$ cat src/rtl/burst_rom.sv
// Line-fetch ROM: one request returns a BURST-word line, critical word first,
// wrapping inside the aligned line. Outputs are registered; flush aborts a burst.
module burst_rom #(
    parameter int unsigned DATA_WIDTH = 64,
    parameter int unsigned DEPTH      = 64,
    parameter int unsigned ADDR_WIDTH = 6,
    parameter int unsigned BURST      = 4,
    parameter string       INIT_FILE  = ""
) (
    input  logic                  clock,
    input  logic                  reset,
    input  logic                  req,
    input  logic [ADDR_WIDTH-1:0] address,
    input  logic                  flush,
    output logic                  busy,
    output logic [DATA_WIDTH-1:0] data,
    output logic                  valid,
    output logic                  last
);

    localparam int unsigned OFF_WIDTH = $clog2(BURST);

    typedef enum logic [0:0] {StIdle, StBurst} state_e;

    state_e                state_q, state_d;
    logic [ADDR_WIDTH-1:0] base_q, base_d;
    logic [OFF_WIDTH-1:0]  cnt_q, cnt_d;
    logic [DATA_WIDTH-1:0] data_q, data_d;
    logic                  valid_q, valid_d;
    logic                  last_q, last_d;

    logic [OFF_WIDTH-1:0]  rd_off;
    logic [ADDR_WIDTH-1:0] rd_addr;
    logic [DATA_WIDTH-1:0] rd_word;
    logic                  burst_end;

    // Offset arithmetic is OFF_WIDTH wide so the line index never changes.
    assign rd_off    = base_q[OFF_WIDTH-1:0] + cnt_q;
    assign rd_addr   = {base_q[ADDR_WIDTH-1:OFF_WIDTH], rd_off};
    assign burst_end = (cnt_q == OFF_WIDTH'(BURST - 1));

    assign rd_word = DATA_WIDTH'(rd_addr);

    always_ff @(posedge clock or posedge reset) begin
        if (reset) begin
            state_q <= StIdle;
        end else begin
            state_q <= state_d;
        end
    end

    always_comb begin
        state_d = state_q;
        unique case (state_q)
            StIdle: begin
                if (req && !flush) begin
                    state_d = StBurst;
                end
            end
            StBurst: begin
                if (flush || burst_end) begin
                    state_d = StIdle;
                end
            end
            default: state_d = StIdle;
        endcase
    end

    always_comb begin
        base_d  = base_q;
        cnt_d   = cnt_q;
        data_d  = data_q;
        valid_d = 1'b0;
        last_d  = 1'b0;
        unique case (state_q)
            StIdle: begin
                if (req && !flush) begin
                    base_d = address;
                    cnt_d  = '0;
                end
            end
            StBurst: begin
                if (!flush) begin
                    data_d  = rd_word;
                    valid_d = 1'b1;
                    last_d  = burst_end;
                    cnt_d   = cnt_q + 1'b1;
                end
            end
            default: ;
        endcase
    end

    always_ff @(posedge clock or posedge reset) begin
        if (reset) begin
            base_q  <= '0;
            cnt_q   <= '0;
            data_q  <= '0;
            valid_q <= 1'b0;
            last_q  <= 1'b0;
        end else begin
            base_q  <= base_d;
            cnt_q   <= cnt_d;
            data_q  <= data_d;
            valid_q <= valid_d;
            last_q  <= last_d;
        end
    end

    assign busy  = (state_q == StBurst);
    assign data  = data_q;
    assign valid = valid_q;
    assign last  = last_q;

endmodule

$ cat config.mk
export PLATFORM = sky130hd
export DESIGN_NAME = burst_rom
export DESIGN_NICKNAME = d
export VERILOG_FILES = /design/src/rtl/burst_rom.sv
export SDC_FILE = /design/constraint.sdc
export NUM_CORES = 1
export LEC_CHECK = 0
export BUFFER_PORTS_ARGS = -buffer_cell sky130_fd_sc_hd__buf_2
export CAP_MARGIN = 10
export CORE_ASPECT_RATIO = 1.25
export CORE_MARGIN = 5
export CORE_UTILIZATION = 44
export DETAILED_ROUTE_END_ITERATION = 7
export PLACE_DENSITY_LB_ADDON = 0.05
export REMOVE_ABC_BUFFERS = 1
export SKIP_LAST_GASP = 1
export SYNTH_ARGS = -nofsm -noshare
export SYNTH_HDL_FRONTEND = slang
export SYNTH_SLANG_ARGS = --single-unit
$ cat constraint.sdc
create_clock -name clock -period 1.9 [get_ports clock]
set_clock_uncertainty 0.1 [all_clocks]
set_input_delay 0.57 -clock clock [delete_from_list [all_inputs] [get_ports clock]]
set_output_delay 0.57 -clock clock [all_outputs]
set_load 0.005 [all_outputs]
**Word-level counts from Yosys, hierarchy flattened**

Cells that the tools add are included.

- Multiplexer cells: 10
- Reduce and logical (&&, ||, !) cells: 6
- Eq/ne operators: 3
- Bitwise operators: 2
- Add/subtract/negate cells: 2

Operator list:

| kind | number |
|---|---|
| 1-bit two-way mux | 6 |
| 2-bit AND reduction | 3 |
| 2-bit two-way mux | 2 |
| 2-bit inequality test, second input constant | 2 |
| 2-bit case mux with 2 select lines | 1 |
| 2-bit by 1-bit adder with 2-bit output, second input constant | 1 |
| 2-bit adder | 1 |
| 2-bit == test, second input constant | 1 |
| 1-bit NOT | 2 |
| 1-bit case mux with 2 select lines | 1 |
| 1-bit logical AND | 1 |
| 1-bit logical NOT | 1 |
| 1-bit logical OR | 1 |

- Input bits: 10
- Register bits after elaboration: 17

**Longest topological paths before layout**

- Word-level depth: 4
- Gate-level depth with buffers: 3
- Mapped depth without buffers: 3

**Worst setup path after synthesis**

Ideal clock, no wire load.

- Path type: input port to flip-flop
- From: input port flush
- To: register base_q[0]
- Path buffers: 0
- Data required time: 1.675 ns
- Stages on the path: 2
- Arrival: 1.215 ns
- Library setup time: 0.125 ns
- Path slack: 0.460 ns
- Cells stage by stage: nor3b_4 > mux2_2

- Word-level cells in the longest chain between the ends: 3

Ends and longest elaborated chain:

| item | RTL line | source |
|---|---|---|
| start, declared | 14 | `input logic flush,` |
| 1-bit logical NOT | - |  |
| 1-bit logical AND | 77 | `if (req && !flush) begin` |
| 2-bit AND reduction (no line) | - |  |
| end signal, assigned | 102 | `base_q <= base_d;` |
| end, declared | 26 | `logic [ADDR_WIDTH-1:0] base_q, base_d;` |

No other way between the ends.
A chain may end at the register's enable or synchronous reset.

**Worst setup path in the final report**

- From: register state_q, in the netlist busy
- To: output port busy

RTL lines:

| item | RTL line | source |
|---|---|---|
| start, declared | 25 | `state_e state_q, state_d;` |
| start signal, assigned | 46 | `state_q <= StIdle;` |
| start signal, assigned | 48 | `state_q <= state_d;` |
| end, declared | 15 | `output logic busy,` |

No word-level cell between the ends.

==> run summary <==
Ports: 77
Number of gates resized after cts: 0
Worst path top cell family by delay: flip-flops
GRT Util Overall: 0.0889
Final worst-path setup slack: 329 ps
Site Rows: 20
Placed cell area: 0.00105 sq mm
Layout filler cell count: 258
Syn. warnings: 0
Initial drt markers: 3
Worst setup SP type: register
Share of cells above drive strength 1: 0.298
CTS Buf Count: 3
Pwr/cell area: 868 mW/mm^2
Post-synth top area share: 0.390
CTS tree: yes
Slowest-stage cell, CP: dfrtp_1
Status: finished, final reports clean
Vias: 582
Hold-fix buffers, CTS: 0
Post-Syn Area per Cell: 11.1 sq um
Initial core utilization: 0.463
Core ar.: 0.00245 sq mm
Critical path's largest stage delay: 460 ps
Vias in the first global route: 561
Final RePlAce weighted congestion: 0.697
Total Negative Setup Slacks: 0 ps
Yosys top cell by area: buf_4
Period Utilization, post-route: 0.827
Final setup fails: 0
Final ANT Viol Nets: 0
Synth unique cells: 15
Clock-pin slew on the worst setup and hold paths: 100 ps
Clk sinks: 17
Pre-CTS WS: 209 ps
Minimum hold slack: 179 ps
Seq/Total Area, Yosys: 0.374
Crit. End Element: output pin
CP Data Required Time: 1230 ps
Root Buffer: clkbuf_4
Area Growth Syn to Fin: -4.85%
Ant diodes: 0
Commonest non-fill, non-tap cell in the layout: conb_1
CTS H-Tree Depth: 1
Clock Latency Late Sink: 280 ps
Setup bufs post-CTS: 0
Critical path cell sequence: buf_2
Crit path DAT: 900 ps
Post-route DRC violation count: 0
DP Wirelength: 1.36 mm
Final Hold Vio Count: 0
Slew Viols, Final: 0
Initial antenna violation count: 0
Final worst path period need: 1570 ps
Chip width: 55.5 um
First-pass GRT wire length: 2.50 mm
Highest Clock Rate: 637 MHz
RSZ-0062 raised after global routing: no
CP Max Fanout: 6
Chip height: 66.8 um
Average vias per placed instance: 3.71
Worst min path class: in2async
Clock Tree Buf Depth: 2
Largest net degree at the start of global routing: 18
GRT Residual Overflow: 0
LEAKAGE: 0.608 nW
Design area: 0.00108 sq mm
Crit path kind: reg2out
Cells after Synth: 102
Area of the die: 0.00370 sq mm
Most frequent cells in the layout: conb_1 (58), buf_2 (18), dfrtp_1 (17), mux2_2 (12), clkbuf_4 (3)
Bufs and invs on worst path: 1
DR WL/cell: 10.5 um
Layout Nets: 137
Max Cap Viol: 0
Synthesized flop and latch total: 17
IO buf count: 18
Top area cells in the synthesized netlist: buf_4 (39%), dfrtp_1 (37%), mux2_2 (12%)
DRT Pass-1 Iters: 4
Peak supply drop: 0.415 mV
Syn Std Cell Area: 0.00114 sq mm
WL final: 1.64 mm
[metrics by stage]
step                      total power, mW  cells  utilization
after global routing                 1.01    157        0.441
after floorplan                     0.660    100            -
after global placement              0.755    153        0.430
after detailed placement            0.764    153        0.430
final                               0.939    157        0.441
after CTS                           0.960    157        0.441
[worst register-to-register path, stage by stage (launching register included)]
cell and delay (ps):
dfrtp_1 460, nor3b_4 360, mux2_2 380
[where the power goes]
group / total, mW / leakage [nW] / internal, mW / switching [mW]
clock network: 0.187 / 0.0177 / 0.0781 / 0.109
registers: 0.501 / 0.208 / 0.452 / 0.0483
logic: 0.251 / 0.382 / 0.144 / 0.107
[per-layer routing]
layer | global-route usage | up-vias | part of all wire
met4 | 0.0729 | 0 | 0.016
met1 | 0.0899 | 276 | 0.32
met2 | 0.158 | 52 | 0.50
met3 | 0.0174 | 2 | 0.16
li1 | - | 252 | -
met5 | 0 | - | 0
[registers in the layout (all words and copies together), names as in the netlist]
signal / flops
base_q: 6
busy: 1
cnt_q: 2
data: 6
last: 1
valid: 1
[kinds of logic (layout without fill, tap and decap cells)]
kind of cell	after synthesis	in the layout	share of synthesized area
flip-flops	17	17	0.374
XOR/XNOR	1	1	0.0209
multiplexers	13	13	0.129
AND/OR/NAND/NOR	5	5	0.0386
AO/OA/AOI/OAI	3	3	0.0187
adder cells (fa/ha/maj)	2	2	0.0220
buffers and inverters	60	25	0.393
other	1	58	0.00330
[area by class of cell]
cell class / count / area [sq um] / share of cell area
well taps: 33 / 41.3 / 0.0382
repair buffers: 20 / 105 / 0.0972
clock buffers: 3 / 22.5 / 0.0208
flip-flops and latches: 17 / 425 / 0.394
clock inverters: 1 / 5.00 / 0.00463
multi-input cells: 82 / 478 / 0.442
inverters: 1 / 3.75 / 0.00347
[Yosys cell counts]
master    instances
and2_1            1
nor3b_4           1
o21bai_1          1
a21oi_1           1
mux2_1            1
ha_1              2
nor2b_1           1
xor3_1            1
conb_1            1
buf_4            59
nand2b_1          2
a22o_1            1
dfrtp_1          17
inv_1             1
mux2_2           12
[path summary, 6_finish.rpt]
kind                       slack [ps]        end  cells past startpoint  startpoint
setup reg to reg                  500  base_q[1]                      2        busy
hold / removal                    180  base_q[4]                      3       reset
max in group asynchronous        1340       last                      3       reset
setup / recovery                  330       busy                      1        busy
hold reg to reg                   410    data[4]                      1     data[4]
min in group clock                410    data[4]                      1     data[4]
No activity file was read; power rests on OpenSTA's default activity.
